## config.mk

```make
export PLATFORM = sky130hd
export DESIGN_NAME = alu_multicycle
export DESIGN_NICKNAME = d
export VERILOG_FILES = /design/src/rtl/alu_pkg.sv /design/src/rtl/alu_iter_datapath.sv /design/src/rtl/alu_multicycle.sv
export SDC_FILE = /design/constraint.sdc
export NUM_CORES = 1
export LEC_CHECK = 0
export CAP_MARGIN = 5
export CORE_ASPECT_RATIO = 1.2
export CORE_MARGIN = 4
export CORE_UTILIZATION = 50
export DETAILED_ROUTE_END_ITERATION = 10
export GPL_TIMING_DRIVEN = 0
export PLACE_DENSITY = 0.71
export SLEW_MARGIN = 20
export SYNTH_ARGS = -nofsm -noshare
export SYNTH_HDL_FRONTEND = slang
export SYNTH_HIERARCHICAL = 1
export SYNTH_SLANG_ARGS = --single-unit
```

## constraint.sdc

```tcl
create_clock -name clk -period 8.1 [get_ports clk]
set_clock_uncertainty 0.05 [all_clocks]
set_input_delay 1.62 -clock clk [delete_from_list [all_inputs] [get_ports clk]]
set_output_delay 1.62 -clock clk [all_outputs]
set_load 0.02 [all_outputs]
```

## src/rtl/alu_pkg.sv

```systemverilog
// Shared ALU definitions: opcodes, FSM encoding, default width.
// Imported by the ALU and by the control unit.
package alu_pkg;

    localparam int ALU_WIDTH = 16;

    localparam logic [2:0] OP_ADD = 3'b000;
    localparam logic [2:0] OP_SUB = 3'b001;
    localparam logic [2:0] OP_MUL = 3'b010;
    localparam logic [2:0] OP_DIV = 3'b011;

    typedef enum logic [1:0] {
        ST_IDLE = 2'd0,
        ST_CALC = 2'd1,
        ST_DONE = 2'd2
    } alu_state_t;

endpackage

```

## src/rtl/alu_iter_datapath.sv

```systemverilog
// Iterative MUL/DIV registers, one bit per step.
// mode 0: shift-add multiply; mode 1: restoring divide.
module alu_iter_datapath
    import alu_pkg::*;
#(
    parameter int WIDTH = ALU_WIDTH
) (
    input  logic             clk,
    input  logic             reset,
    input  logic             load,
    input  logic             step,
    input  logic             mode,
    input  logic [WIDTH-1:0] a,
    input  logic [WIDTH-1:0] b,
    output logic [WIDTH-1:0] result_next
);

    // acc: product / remainder
    // sa:  multiplicand / dividend-quotient
    // sb:  multiplier / divisor
    logic [WIDTH-1:0] acc_q;
    logic [WIDTH-1:0] sa_q;
    logic [WIDTH-1:0] sb_q;

    logic [WIDTH-1:0] mul_acc;
    logic [WIDTH:0]   rem_sh;
    logic             fits;
    logic [WIDTH-1:0] rem_n;
    logic [WIDTH-1:0] quo_n;

    assign mul_acc = acc_q + (sb_q[0] ? sa_q : '0);

    assign rem_sh = {acc_q, sa_q[WIDTH-1]};
    assign fits   = rem_sh >= {1'b0, sb_q};
    // Remainder stays below the divisor, so the top bit is always 0.
    assign rem_n  = fits ? WIDTH'(rem_sh - {1'b0, sb_q})
                         : rem_sh[WIDTH-1:0];
    assign quo_n  = {sa_q[WIDTH-2:0], fits};

    assign result_next = mode ? quo_n : mul_acc;

    always_ff @(posedge clk or posedge reset) begin
        if (reset) begin
            acc_q <= '0;
            sa_q  <= '0;
            sb_q  <= '0;
        end else if (load) begin
            acc_q <= '0;
            sa_q  <= a;
            sb_q  <= b;
        end else if (step) begin
            if (mode) begin
                acc_q <= rem_n;
                sa_q  <= quo_n;
            end else begin
                acc_q <= mul_acc;
                sa_q  <= sa_q << 1;
                sb_q  <= sb_q >> 1;
            end
        end
    end

endmodule

```

## src/rtl/alu_multicycle.sv

```systemverilog
// Multicycle ALU on a level start/done four-phase handshake.
// ADD/SUB finish on the capture edge, MUL/DIV iterate WIDTH steps.
module alu_multicycle
    import alu_pkg::*;
#(
    parameter int WIDTH = ALU_WIDTH
) (
    input  logic             clk,
    input  logic             reset,
    input  logic             start,
    input  logic [2:0]       op,
    input  logic [WIDTH-1:0] a,
    input  logic [WIDTH-1:0] b,
    output logic [WIDTH-1:0] result,
    output logic             done,
    output logic             busy,
    output logic             div_by_zero
);

    localparam int CW = $clog2(WIDTH + 1);

    alu_state_t       state_q, state_n;
    logic [WIDTH-1:0] result_q, result_n;
    logic             dbz_q, dbz_n;
    logic [CW-1:0]    cnt_q, cnt_n;
    logic             mode_q, mode_n;

    logic             dp_load;
    logic             dp_step;
    logic [WIDTH-1:0] dp_res;

    alu_iter_datapath #(
        .WIDTH(WIDTH)
    ) u_dp (
        .clk        (clk),
        .reset      (reset),
        .load       (dp_load),
        .step       (dp_step),
        .mode       (mode_q),
        .a          (a),
        .b          (b),
        .result_next(dp_res)
    );

    always_ff @(posedge clk or posedge reset) begin
        if (reset) begin
            state_q <= ST_IDLE;
        end else begin
            state_q <= state_n;
        end
    end

    always_ff @(posedge clk or posedge reset) begin
        if (reset) begin
            result_q <= '0;
            dbz_q    <= 1'b0;
            cnt_q    <= '0;
            mode_q   <= 1'b0;
        end else begin
            result_q <= result_n;
            dbz_q    <= dbz_n;
            cnt_q    <= cnt_n;
            mode_q   <= mode_n;
        end
    end

    always_comb begin
        state_n  = state_q;
        result_n = result_q;
        dbz_n    = dbz_q;
        cnt_n    = cnt_q;
        mode_n   = mode_q;
        dp_load  = 1'b0;
        dp_step  = 1'b0;
        unique case (state_q)
            ST_IDLE: begin
                if (start) begin
                    unique case (1'b1)
                        op[2] || (op == OP_ADD): begin
                            result_n = a + b;
                            state_n  = ST_DONE;
                        end
                        op == OP_SUB: begin
                            result_n = a - b;
                            state_n  = ST_DONE;
                        end
                        op == OP_MUL: begin
                            dp_load = 1'b1;
                            mode_n  = 1'b0;
                            cnt_n   = CW'(WIDTH);
                            state_n = ST_CALC;
                        end
                        op == OP_DIV: begin
                            if (b == '0) begin
                                result_n = '1;
                                dbz_n    = 1'b1;
                                state_n  = ST_DONE;
                            end else begin
                                dp_load = 1'b1;
                                mode_n  = 1'b1;
                                cnt_n   = CW'(WIDTH);
                                state_n = ST_CALC;
                            end
                        end
                        default: state_n = ST_IDLE;
                    endcase
                end
            end
            ST_CALC: begin
                dp_step = 1'b1;
                cnt_n   = cnt_q - 1'b1;
                if (cnt_q == CW'(1)) begin
                    result_n = dp_res;
                    state_n  = ST_DONE;
                end
            end
            ST_DONE: begin
                if (!start) begin
                    dbz_n   = 1'b0;
                    state_n = ST_IDLE;
                end
            end
            default: state_n = ST_IDLE;
        endcase
    end

    assign result      = result_q;
    assign done        = (state_q == ST_DONE);
    assign busy        = (state_q != ST_IDLE);
    assign div_by_zero = dbz_q;

endmodule

```

Word-level counts from Yosys, hierarchy flattened --
Index checks and enable logic that the tools add are counted.
Storage, ports and cells: logic and storage cells 86, bits in registers 73, output and inout port bits 19, bits of input ports 38
Cells by class: add/sub/neg operators 5, reductions and logical operators 16, equality and inequality tests 17, $lt $le $gt $ge 1, muxes and demuxes 39
Operators by type and width (number):
- 16-bit two-way mux | 14
- 16-bit case mux with 3 select lines | 1
- 16-bit adder | 2
- 16-bit case mux with 2 select lines | 1
- 16-bit subtractor | 2
- 5-bit case mux with 2 select lines | 2
- 17-bit by 16-bit greater-or-equal comparator with 1-bit output | 1
- 16-bit zero test | 1
- 2-bit != test, second input constant | 6
- 2-bit case mux with 3 select lines | 2
- 1-bit two-way mux | 10
- 5-bit two-way mux | 2
- 5-bit AND reduction | 2
- 2-bit nonzero test | 5
- 3-bit != test, second input constant | 3
- 2-bit two-way mux | 4
- 4-bit AND reduction | 2
- 3-bit by 2-bit == test with 1-bit output, second input constant | 2
- 1-bit case mux with 2 select lines | 3
- 5-bit by 1-bit == test with 1-bit output, second input constant | 1
- 5-bit by 1-bit subtractor with 5-bit output, second input constant | 1
- 4-bit != test, second input constant | 1
- 3-bit by 1-bit == test with 1-bit output, second input constant | 1
- 3-bit zero test | 1
- 8 further kinds | 8

Logic depth before layout (Yosys ltp) --
Gate-level depths: netlist of run 1.
depth in word-level cells 7, gate-level depth with buffers 15, depth with buffers taken out 14

By module --
Netlist of run 1, hierarchy kept.
Modules (own cells, without submodules):
- alu_iter_datapath | instances 1, area an instance 4175.3 um2, cells each 522
- alu_multicycle | instances 1, area an instance 2388.5 um2, cells each 293

Worst setup path before layout of run 1 --
OpenSTA, ideal clock, no wires.
path kind input -> register, start input port b[5], end register result_q[13], in the netlist result[13], library setup time 0.094 ns, stages on the path 11, buffers on the path 0, setup slack 3.796 ns, required time 7.956 ns, arrival time 4.160 ns, cells stage by stage or4_4 -> nor3b_1 -> a21oi_1 -> xnor2_1 -> ha_1 -> nand2_1 -> o21a_1 -> o21a_1 -> o21ai_0 -> mux2_2 -> a211oi_1
Between the ends: word-level cells in the longest chain between the ends 4
RTL lines:
- start: declaration | line alu_multicycle.sv:13 | input logic [WIDTH-1:0] b,
- 16-bit subtractor / 16-bit adder (equally long branches) | line alu_multicycle.sv:84, alu_multicycle.sv:80
- 16-bit case mux with 3 select lines | line alu_multicycle.sv:78 | unique case (1'b1)
- 16-bit two-way mux | line alu_multicycle.sv:77 | if (start) begin
- 16-bit case mux with 2 select lines | line alu_multicycle.sv:75 | unique case (state_q)
- end signal: assignment | line alu_multicycle.sv:60 | result_q <= result_n;
- end: declaration | line alu_multicycle.sv:23 | logic [WIDTH-1:0] result_q, result_n;
Several ways; a longest one is shown, not always the timed one. The select of a mux whose other input is x is not followed. A chain may end at the register's enable or synchronous reset.

Worst setup path in the final report of run 1 --
start input port op[0], end register result_q[13], in the netlist result[13]
Between the ends: word-level cells in the longest chain between the ends 5
RTL lines:
- start: declaration | line alu_multicycle.sv:11 | input logic [2:0] op,
- 3-bit zero test | line alu_multicycle.sv:79 | op[2] || (op == OP_ADD): begin
- 1-bit logical OR | line alu_multicycle.sv:79
- 16-bit case mux with 3 select lines | line alu_multicycle.sv:78
- 16-bit two-way mux | line alu_multicycle.sv:77
- 16-bit case mux with 2 select lines | line alu_multicycle.sv:75
Several ways; a longest one is shown, not always the timed one. The select of a mux whose other input is x is not followed.

==> out/metrics.yaml, run 1 <==
clock_tree:
  htree_levels: 3
  cts_setup_buffers: 0
  clkTransAtPathRegs_ps: 60
  cts-buffers-inserted: 9
  clk_path_buf_depth: 2
  cts_sinks: 73
  clk-insertion-delay-late_ps: 340
  holdBufCountCts: 0
  cts_resized: 0
  cts-root-buf: "clkbuf_16"
  cts_tree: "yes"
pwr:
  seqPwrFrac_pct: 21.4
  power.internal_w: 0.00164
  ir_drop_v: 0.000196
  clockPowerShare_pct: 12.7
  switchingPower_w: 0.00159
  power_leakage_nw: 3.24
  swShare_pct: 49.2
  combPwrFrac_pct: 65.9
  power.density_nw_per_um2: 422
logic_synthesis:
  netlist_area_um2: 6560
  synthXorXnorAreaFrac_pct: 6.00
  synth_flop_cell: "dfrtp_1"
  synth-seq-area-share_pct: 27.8
  synth_cell_types: 77
  syn_nets: 906
  synth-simple-area-share_pct: 20.6
  synth_edf_count: 0
  synth_cells: 815
  ys_async_sr_fraction_pct: 100
  post_synth_fa_ha_maj_area_fraction_pct: 10.4
  synth-compound-area-share_pct: 26.3
  synthMuxAreaShare_pct: 3.74
  synth_top_family_by_area: "compound AO/OA/AOI/OAI gates"
  ys_warn_count: 6
  syn_avg_cell_area_um2: 8.05
  ys_ff_latch: 73
global_route:
  grt_pass1_vias: 6404
  antenna_found_initial: 0
  grt_use_total_pct: 27.4
  grt_max_degree: 29
  gr-total-overflow: 0
  grt_first_pass_wirelength_mm: 32.9
hold_path:
  worstHoldStart: "result[2]$_DFFE_PP0P_"
  hold_depth: 2
  worstHoldEndpoint: "result[2]$_DFFE_PP0P_"
  holdCritPathClass: "register to register"
sta:
  maxSlewHeadroom_pct: 38.0
  setup_tns_ps: 0
  period_minus_slack_ps: 5420
  drv_slew: 0
  fin_crit_sh_pct: 66.9
  finalHoldViolCount: 0
  fmax_mhz: 184
  worst_slew_pin_slew_ps: 929
  setup_violations: 0
  rsz0062_at_grt: "false"
worst_setup_path:
  worstSetupPathType: "input pin to register"
  r2r_start: "u_dp/sb_q[0]$_DFFE_PP0P_"
  cpMostUsedCell: "o21ai_0"
  cp_cell_sequence: "clkdlybuf4s50_1, nor3b_1, clkbuf_1, nor2_1, xnor2_1, ha_1, o21ai_0, a21oi_1, o21ai_0, o21ai_0, mux2_2, a211oi_1"
  r2r-end: "result[15]$_DFFE_PP0P_"
  critical_path.max_stage_delay_ps: 590
  end_kind: "register"
  cp-start-kind: "input pin"
  crit_arrival_ps: 5620
  critPathMaxFanout: 10
  r2r_slack_ps: 4170
  rr_worst_depth: 15
  cp_slowest_cell: "nor3b_1"
  crit_required_ps: 8300
placement:
  place_area_um2: 7360
  portBuffers: 56
  dp.final_hpwl_mm: 16.4
  place.gp.congestion: 0.906
cells_and_area:
  area_growth_pct: 16.7
  post-route-util_pct: 60.0
  drive_above_1_share_pct: 6.53
  diodes: 0
  nets: 974
  final_cell_area_um2: 7660
floorplanning:
  io_pins: 57
  die-area_um2: 15000
  core_um2: 12800
  die_h_um: 134
  start_util_pct: 51.4
  die_w_um: 113
  rows: 45
route:
  drtIter0Drc: 397
  vias_per_cell: 6.05
  ant_nets: 0
  wire_per_inst_um: 19.3
  wl_mm: 20.3
  drc: 0
  vias: 6361
  dr.pass1.iters: 5
run_status:
  status: "complete, no violations"
flow_run:
  max-cap-violations: 0
[kinds of logic after synthesis]
kind of cell	count (synthesis)
AND/OR/NAND/NOR	268
flip-flops	73
multiplexers	24
buffers and inverters	80
XOR/XNOR	45
adder cells (fa/ha/maj)	53
AO/OA/AOI/OAI	272
[power by group through the flow]
stage / clock, W / sequential, W / combinational, W
floorplan: 0 / 0.000696 / 0.00148
global placement: 0 / 0.000685 / 0.00203
detailed placement: 0 / 0.000695 / 0.00208
CTS: 0.000417 / 0.000689 / 0.00210
global route: 0.000430 / 0.000717 / 0.00235
finish: 0.000412 / 0.000693 / 0.00213
[cells in the final DEF (no fill, tap or decap), drive strengths merged, types with 14 or more instances in the layout]
master | synthesis | final
a21o | 18 | 18
a31oi | 14 | 14
o21ai | 86 | 86
a211oi | 26 | 26
clkdlybuf4s50 | 0 | 56
mux2i | 20 | 20
nor2 | 64 | 64
nand2 | 96 | 96
inv | 45 | 46
clkbuf | 26 | 36
a21oi | 61 | 61
and2 | 17 | 17
ha | 50 | 50
xor2 | 14 | 14
nor3 | 18 | 18
dfrtp | 73 | 73
xnor2 | 31 | 31
[critical path: cells and delay by family]
| kind | cells | cell delay [ps] |
|---|---|---|
| buffers and inverters | 2 | 990 |
| muxes | 1 | 310 |
| adders and majority gates | 1 | 370 |
| and+or+nand+nor | 2 | 690 |
| AOI/OAI and AO/OA | 5 | 1260 |
| xor gates and xnor gates | 1 | 370 |
[through the flow]
step	total power, W	hold slack [ps]	cells	setup slack, ps
after CTS	0.00321	452	1052	2770
after global routing	0.00350	479	1052	2430
after global placement	0.00272	420	1035	2410
after detailed placement	0.00277	428	1036	2460
after floorplan	0.00217	445	815	3800
final	0.00324	447	1052	2680
[synth_stat cells (all sizes together) (5+ instances only)]
master | number | area share [%]
nand2 | 96 | 5.6
o21ai | 86 | 6.6
dfrtp | 73 | 28
nor2 | 64 | 3.8
a21oi | 61 | 4.7
ha | 50 | 9.5
inv | 45 | 2.6
xnor2 | 31 | 4.1
a211oi | 26 | 3.1
clkbuf | 26 | 1.5
mux2i | 20 | 3.0
a21o | 18 | 2.1
nor3 | 18 | 1.5
and2 | 17 | 1.7
a31oi | 14 | 1.4
xor2 | 14 | 1.9
nand2b | 10 | 0.95
nand3 | 10 | 0.76
nor2b | 10 | 0.95
o211ai | 10 | 1.2
buf | 9 | 0.97
o21a | 8 | 0.93
nor3b | 7 | 0.80
o22ai | 7 | 0.67
o31ai | 7 | 0.88
o32ai | 7 | 0.93
and3 | 6 | 0.61
nor4 | 5 | 0.57
o21bai | 5 | 0.57
[metal layers]
layer	GRT usage (%)	routed length, µm	vias to the layer above
met2	46.4	9760	209
met3	2.54	895	50
met5	0	0	-
met1	34.1	8630	3017
li1	-	-	3085
met4	15.3	1050	0
[worst max-delay path by stage]
stage	start	end	slack [ps]	cells after the start
2_1_floorplan	b[5]	result[13]$_DFFE_PP0P_	3800	11
3_3_place_gp	op[0]	result[13]$_DFFE_PP0P_	2410	12
3_5_place_dp	op[0]	result[13]$_DFFE_PP0P_	2460	12
4_1_cts	op[0]	result[13]$_DFFE_PP0P_	2770	12
5_1_grt	op[0]	result[13]$_DFFE_PP0P_	2430	12
6_report	op[0]	result[13]$_DFFE_PP0P_	2680	12
[sequential cells by signal (all words and copies together), names as in the netlist]
name,flops
cnt_q,5
result,16
u_dp/acc_q,16
state_q,2
u_dp/sb_q,16
mode_q,1
div_by_zero,1
u_dp/sa_q,16
[area by class of cell]
| class | count | area [µm²] |
|---|---|---|
| Buffer | 35 | 161 |
| Clock buffer | 10 | 239 |
| Clock inverter | 6 | 66.3 |
| Fill cell | 1129 | 5120 |
| Inverter | 45 | 169 |
| Multi-Input combinational cell | 662 | 4410 |
| Sequential cell | 73 | 1830 |
| Tap cell | 164 | 205 |
| Timing Repair Buffer | 57 | 588 |
No activity file was read; power rests on OpenSTA's default activity.
==> inputs of run 2 (changes only) <==
--- a/config.mk
+++ b/config.mk
@@ -11,7 +11,7 @@
 export CORE_UTILIZATION = 50
 export DETAILED_ROUTE_END_ITERATION = 10
 export GPL_TIMING_DRIVEN = 0
-export PLACE_DENSITY = 0.71
+export PLACE_DENSITY = 0.73
 export SLEW_MARGIN = 20
 export SYNTH_ARGS = -nofsm -noshare
 export SYNTH_HDL_FRONTEND = slang
==> constraint.sdc (replaced) <==
create_clock -name clk -period 4.7 [get_ports clk]
set_clock_uncertainty 0.05 [all_clocks]
set_input_delay 0.94 -clock clk [delete_from_list [all_inputs] [get_ports clk]]
set_output_delay 0.94 -clock clk [all_outputs]
set_load 0.02 [all_outputs]
==> run 2 against run 1 <==
Against the previous run:
- utilization decreased by 0.14 points
- critical endpoint is now result[12]$_DFFE_PP0P_
- largest power group unchanged
- largest cell class unchanged
- highest routed layer unchanged
- sequential cell count did not move
- global-route usage decreased by 2.2 points
- sequential share of layout area rose by 0.055 points
- clock power up 65%
- wire length down 6.1%
==> out/metrics.yaml, run 2 (synthesized netlist as in run 1, its figures left out) <==
run_status:
  status: "complete, no violations"  # unchanged
cells_and_area:
  nets: 974  # unchanged
  diodes: 0  # unchanged
  fill_cells: 1141  # was 1129
  final_cell_mix: "nand2_1, o21ai_0, dfrtp_1"  # unchanged
  final_cell_area_um2: 7640  # was 7660 µm²
  area_growth_pct: 16.5  # was 16.7%
  seq_area_um2: 1830  # unchanged
  layout_commonest_cell: "nand2_1"  # unchanged
  multi_input_area_um2: 4410  # about the same
  fin_cells: 1052  # unchanged
  drive_above_1_share_pct: 6.31  # was 6.53%
sta:
  worst_slew_pin_slew_ps: 984  # was 929 ps
  maxSlewHeadroom_pct: 34.4  # was 38.0%
  worst_slack_ps: 236  # was 2680 ps
  drv_slew: 0  # unchanged
  finalHoldViolCount: 0  # unchanged
  fmax_mhz: 224
  rsz0062_at_grt: "false"  # unchanged
  fin_crit_sh_pct: 95.0
  period_minus_slack_ps: 4460
  setup_violations: 0  # unchanged
worst_setup_path:
  cp_top_family: "simple AND/OR/NAND/NOR gates"  # was compound AO/OA/AOI/OAI gates
  cp_slowest_cell: "clkdlybuf4s50_1"  # was nor3b_1
  worstSetupPathType: "input pin to register"  # unchanged
  path_buf_inv: 2  # unchanged
  critical_path.max_stage_delay_ps: 580  # was 590 ps
  cp-start-kind: "input pin"  # unchanged
  cp_cell_sequence: "clkdlybuf4s50_1, nor3b_2, clkbuf_1, nor2_1, xnor2_1, ha_1, a211oi_1, o21ai_0, nand2_1, o211ai_1, nand4_1, nor3b_1"  # was clkdlybuf4s50_1, nor3b_1, clkbuf_1, nor2_1, xnor2_1, ha_1, o21ai_0, a21oi_1, o21ai_0, o21ai_0, mux2_2, a211oi_1
  critPathMaxFanout: 10  # unchanged
  crit_required_ps: 4860  # was 8300 ps
  crit_cells: 12  # unchanged
  rr_worst_depth: 14  # was 15
  crit_arrival_ps: 4630  # was 5620 ps
  end_kind: "register"  # unchanged
  r2r_slack_ps: 910  # was 4170 ps
route:
  wire_per_inst_um: 18.1  # was 19.3 µm
  dr.pass1.iters: 5  # unchanged
  drc: 0  # unchanged
  drtIter0Drc: 354  # was 397
  vias_per_cell: 5.95  # was 6.05
  wl_mm: 19.1  # was 20.3 mm
  vias: 6256  # was 6361
  ant_nets: 0  # unchanged
placement:
  place_area_um2: 7350  # was 7360 µm²
  place.gp.congestion: 0.889  # was 0.906
  dp_slack_ps: -399  # was 2460 ps
  placedCellCount: 1036  # unchanged
  dp.final_hpwl_mm: 15.3  # was 16.4 mm
  portBuffers: 56  # unchanged
clock_tree:
  clk_path_buf_depth: 2  # unchanged
  holdBufCountCts: 0  # unchanged
  cts_sinks: 73  # unchanged
  cts-buffers-inserted: 9  # unchanged
  htree_levels: 3  # unchanged
  cts_tree: "yes"  # unchanged
  clk-insertion-delay-late_ps: 340  # about the same
  clkTransAtPathRegs_ps: 50  # was 60 ps
  cts-root-buf: "clkbuf_16"  # unchanged
floorplanning:
  die_h_um: 134  # unchanged
  die-area_um2: 15000  # unchanged
  core_um2: 12800  # unchanged
  start_util_pct: 51.4  # unchanged
  io_pins: 57  # unchanged
  rows: 45  # unchanged
  die_w_um: 113  # unchanged
global_route:
  grt_first_pass_wirelength_mm: 30.5  # was 32.9 mm
  gr-total-overflow: 0  # unchanged
  grt_max_degree: 31  # was 29
  grt_use_total_pct: 25.2  # was 27.4%
  antenna_found_initial: 0  # unchanged
  grt_pass1_vias: 6157  # was 6404
pwr:
  power_leakage_nw: 3.24  # about the same
  ir_drop_v: 0.000312  # was 0.000196 V
  p_total_w: 0.00548  # was 0.00324 W
  power.density_nw_per_um2: 717  # was 422 nW/µm²
hold_path:
  holdCritPathClass: "register to register"  # unchanged
  hold_depth: 2  # unchanged
flow_run:
  max-cap-violations: 0  # unchanged
## run 2: cell count changes in the layout (fill, tap and decap cells not counted)
cell	change
buf_12	+1
nor3b_2	+1
inv_6	-1
o21ai_1	+1
clkinv_2	+1
clkinvlp_4	-3
buf_16	-1
clkbuf_1	+3
o21ai_0	-1
nor3b_1	-1
## run 2: worst min-delay path, cell delays in order (launching register included)
cell and delay (ps):
dfrtp_1 340, nand2_1 50, o21ai_1 60
## run 2: final cells by class
type / instances / share of cell area (%)
multi-input combinational: 662 / 57.7
buffer: 35 / 2.11
inverter: 45 / 2.21
clock inverter: 3 / 0.524
sequential: 73 / 23.9
timing repair buffer: 57 / 7.59
tap: 164 / 2.68
clock buffer: 13 / 3.27
## run 2: final timing paths
path	startpoint	to
worst max register to register	u_dp/sb_q[0]$_DFFE_PP0P_	result[15]$_DFFE_PP0P_
min in group asynchronous	reset	u_dp/sa_q[12]$_DFFE_PP0P_
worst min-delay path	result[6]$_DFFE_PP0P_	result[6]$_DFFE_PP0P_
worst min register to register	result[6]$_DFFE_PP0P_	result[6]$_DFFE_PP0P_
worst max-delay path	op[0]	result[12]$_DFFE_PP0P_
max in group asynchronous	reset	result[0]$_DFFE_PP0P_
## run 2: stage by stage
stage | util, % | hold WS (ps) | TNS (ps)
after floorplan | - | 445 | 0
final | 59.8 | 440 | 0
after global placement | 57.3 | 420 | -1800
after global routing | 59.8 | 468 | 0
after CTS | 59.8 | 447 | 0
after detailed placement | 57.5 | 428 | -2000
## run 2: per-layer routing
layer	global-route usage, %	part of all wire, %
met1	32.2	44
met2	42.9	48
met3	3.23	4.3
met4	10.2	3.3
met5	0	0
## run 2: power breakdown
part / total, W / leakage, nW / switching [W] / internal (W)
Combinational: 0.00362 / 2.19 / 0.00213 / 0.00148
Sequential: 0.00119 / 0.904 / 0.000264 / 0.000924
Clock: 0.000678 / 0.144 / 0.000253 / 0.000424
## run 2: what timing repair did
action                                 CTS  global route
buffers inserted                         0             0
setup endpoints to repair                2             2
pin swaps                                0             0
endpoints found under the hold margin    0             0
cloned                                   0             0
resized for setup                        1             1
==> inputs of run 3 (changes only) <==
--- a/config.mk
+++ b/config.mk
@@ -9,6 +9,7 @@
 export CORE_ASPECT_RATIO = 1.2
 export CORE_MARGIN = 4
 export CORE_UTILIZATION = 50
+export CTS_BUF_LIST = sky130_fd_sc_hd__clkbuf_4
 export DETAILED_ROUTE_END_ITERATION = 10
 export GPL_TIMING_DRIVEN = 0
 export PLACE_DENSITY = 0.73
==> run 3 against run 2 <==
Against the previous run:
- non-clock buffer count unchanged
- fmax up 2.6%
- clock power down 42%
- utilization down 1.2 points
- count of clock-buffer cells in the layout down 1
- sequential cell count unchanged
- sequential power about the same
- final area down 2.0%
- total power down 5.3%
- wire length up 0.14%
- die area unchanged
- sequential share of layout area up 0.49 points
- critical path type unchanged
- highest routed layer unchanged
==> out/metrics.yaml, run 3 (synthesized netlist as in run 1, its figures left out) <==
run_status:
  status: "complete, no violations"  # unchanged
sta:
  rsz0062_at_grt: "false"  # unchanged
  period_minus_slack_ps: 4350  # was 4460 ps
  worst_slack_ps: 351  # was 236 ps
  fmax_mhz: 230  # was 224 MHz
  fin_crit_sh_pct: 92.5  # was 95.0%
  worst_slew_pin_slew_ps: 984  # about the same
  drv_slew: 0  # unchanged
  maxSlewHeadroom_pct: 34.3  # was 34.4%
  finalHoldViolCount: 0  # unchanged
  setup_violations: 0  # unchanged
cells_and_area:
  area_growth_pct: 14.1  # was 16.5%
  layout_commonest_cell: "nand2_1"  # unchanged
  drive_above_1_share_pct: 6.53  # was 6.31%
  post-route-util_pct: 58.6  # was 59.8%
  final_cell_mix: "nand2_1, o21ai_0, dfrtp_1"  # unchanged
  nets: 974  # unchanged
route:
  drtIter0Drc: 345  # was 354
  drc: 0  # unchanged
  vias_per_cell: 5.90  # was 5.95
  wl_mm: 19.1  # about the same
  ant_nets: 0  # unchanged
  vias: 6216  # was 6256
  wire_per_inst_um: 18.2  # was 18.1 µm
  dr.pass1.iters: 5  # unchanged
floorplanning:
  die_w_um: 113  # unchanged
  die-area_um2: 15000  # unchanged
  core_um2: 12800  # unchanged
  rows: 45  # unchanged
  io_pins: 57  # unchanged
  die_h_um: 134  # unchanged
  start_util_pct: 51.4  # unchanged
pwr:
  ir_drop_v: 0.000310  # was 0.000312 V
  power_leakage_nw: 3.17  # was 3.24 nW
  power.density_nw_per_um2: 693  # was 717 nW/µm²
worst_setup_path:
  critical_path.max_stage_delay_ps: 570  # was 580 ps
  crit_arrival_ps: 4600  # was 4630 ps
  end_kind: "register"  # unchanged
  cp_slowest_cell: "clkdlybuf4s50_1"  # unchanged
  cp-start-kind: "input pin"  # unchanged
  critPathMaxFanout: 10  # unchanged
  cp_cell_sequence: "clkdlybuf4s50_1, nor3b_2, clkbuf_1, nor2_1, xnor2_1, ha_1, a211oi_1, o21ai_0, nand2_1, o211ai_1, nand4_1, nor3b_1"  # unchanged
  path_buf_inv: 2  # unchanged
  cp_top_family: "simple AND/OR/NAND/NOR gates"  # unchanged
  worstSetupPathType: "input pin to register"  # unchanged
  crit_required_ps: 4950  # was 4860 ps
placement:
  dp.final_hpwl_mm: 15.3  # unchanged
  portBuffers: 56  # unchanged
  dp_slack_ps: -399  # unchanged
  place.gp.congestion: 0.889  # unchanged
clock_tree:
  cts_tree: "yes"  # unchanged
  holdBufCountCts: 0  # unchanged
  clk-insertion-delay-late_ps: 420  # was 340 ps
  clkTransAtPathRegs_ps: 110  # was 50 ps
  cts_setup_buffers: 0  # unchanged
  cts_resized: 0  # was 1
  cts-root-buf: "clkbuf_4"  # was clkbuf_16
  htree_levels: 3  # unchanged
  cts-buffers-inserted: 9  # unchanged
  cts_sinks: 73  # unchanged
  clk_path_buf_depth: 2  # unchanged
global_route:
  gr-total-overflow: 0  # unchanged
  grt_use_total_pct: 25.0  # was 25.2%
  antenna_found_initial: 1  # was 0
  grt_first_pass_wirelength_mm: 30.5  # about the same
  grt_max_degree: 31  # unchanged
  grt_pass1_vias: 6160  # was 6157
flow_run:
  max-cap-violations: 0  # unchanged
hold_path:
  holdCritPathClass: "register to register"  # unchanged
-- run 3: cell count changes in the layout (fill, tap and decap cells not counted) --
cell       change
clkbuf_1       -3
clkbuf_16      -9
clkbuf_4      +12
clkbuf_8       -1
clkinv_1       +1
diode_2        +1
-- run 3: worst paths after layout --
kind	start	slack, ps	endpoint	cells past startpoint
setup / recovery	op[0]	350	result[12]$_DFFE_PP0P_	12
hold / removal	result[6]$_DFFE_PP0P_	450	result[6]$_DFFE_PP0P_	2
setup reg to reg	u_dp/sb_q[0]$_DFFE_PP0P_	890	result[15]$_DFFE_PP0P_	15
hold reg to reg	result[6]$_DFFE_PP0P_	450	result[6]$_DFFE_PP0P_	2
max in group asynchronous	reset	2960	result[6]$_DFFE_PP0P_	2
min in group asynchronous	reset	800	u_dp/sa_q[13]$_DFFE_PP0P_	2
-- run 3: final cells by class --
type / count / area (µm²)
Clock inverter: 4 / 43.8
Timing Repair Buffer: 57 / 581
Inverter: 45 / 169
Multi-Input combinational cell: 662 / 4410
Fill cell: 1165 / 5290
Clock buffer: 12 / 90.1
Buffer: 35 / 161
Tap cell: 164 / 205
Sequential cell: 73 / 1830
Antenna cell: 1 / 2.50
-- run 3: through the flow --
stage / hold slack, ps / setup TNS, ps / instances / power, W / instance area [µm²]
finish: 455 / 0 / 1053 / 0.00519 / 7490
global route: 485 / 0 / 1053 / 0.00565 / 7490
CTS: 460 / 0 / 1052 / 0.00516 / 7480
detailed placement: 428 / -2000 / 1036 / 0.00473 / 7350
global placement: 420 / -1800 / 1035 / 0.00470 / 7330
floorplan: 445 / 0 / 815 / 0.00374 / 6560
-- run 3: routing by layer --
| layer | part of all wire (%) | GRT usage [%] | up-vias |
|---|---|---|---|
| met1 | 44 | 32.3 | 2890 |
| met4 | 3.0 | 9.75 | 0 |
| met5 | 0 | 0 | - |
| met3 | 5.1 | 2.73 | 39 |
| li1 | - | - | 3079 |
| met2 | 48 | 42.8 | 208 |
-- run 3: worst register-to-register path, stage by stage, from the launching register on --
cell and delay [ps]:
dfrtp_1 550, clkbuf_1 320, and2_1 180, ha_1 270, a21oi_1 270, o211ai_1 140
a32oi_1 240, a21oi_1 150, a31oi_1 240, xnor2_1 140, nor2_1 80, a21oi_1 240
or3b_2 470, a22o_1 210, a2bb2oi_2 130, o21ai_1 80
-- run 3: report_power, final --
part	switching [W]	total, W	internal, W
sequential	0.000266	0.00119	0.000920
combinational	0.00212	0.00361	0.00148
clock	0.000219	0.000396	0.000177
total	0.00261	0.00519	0.00258
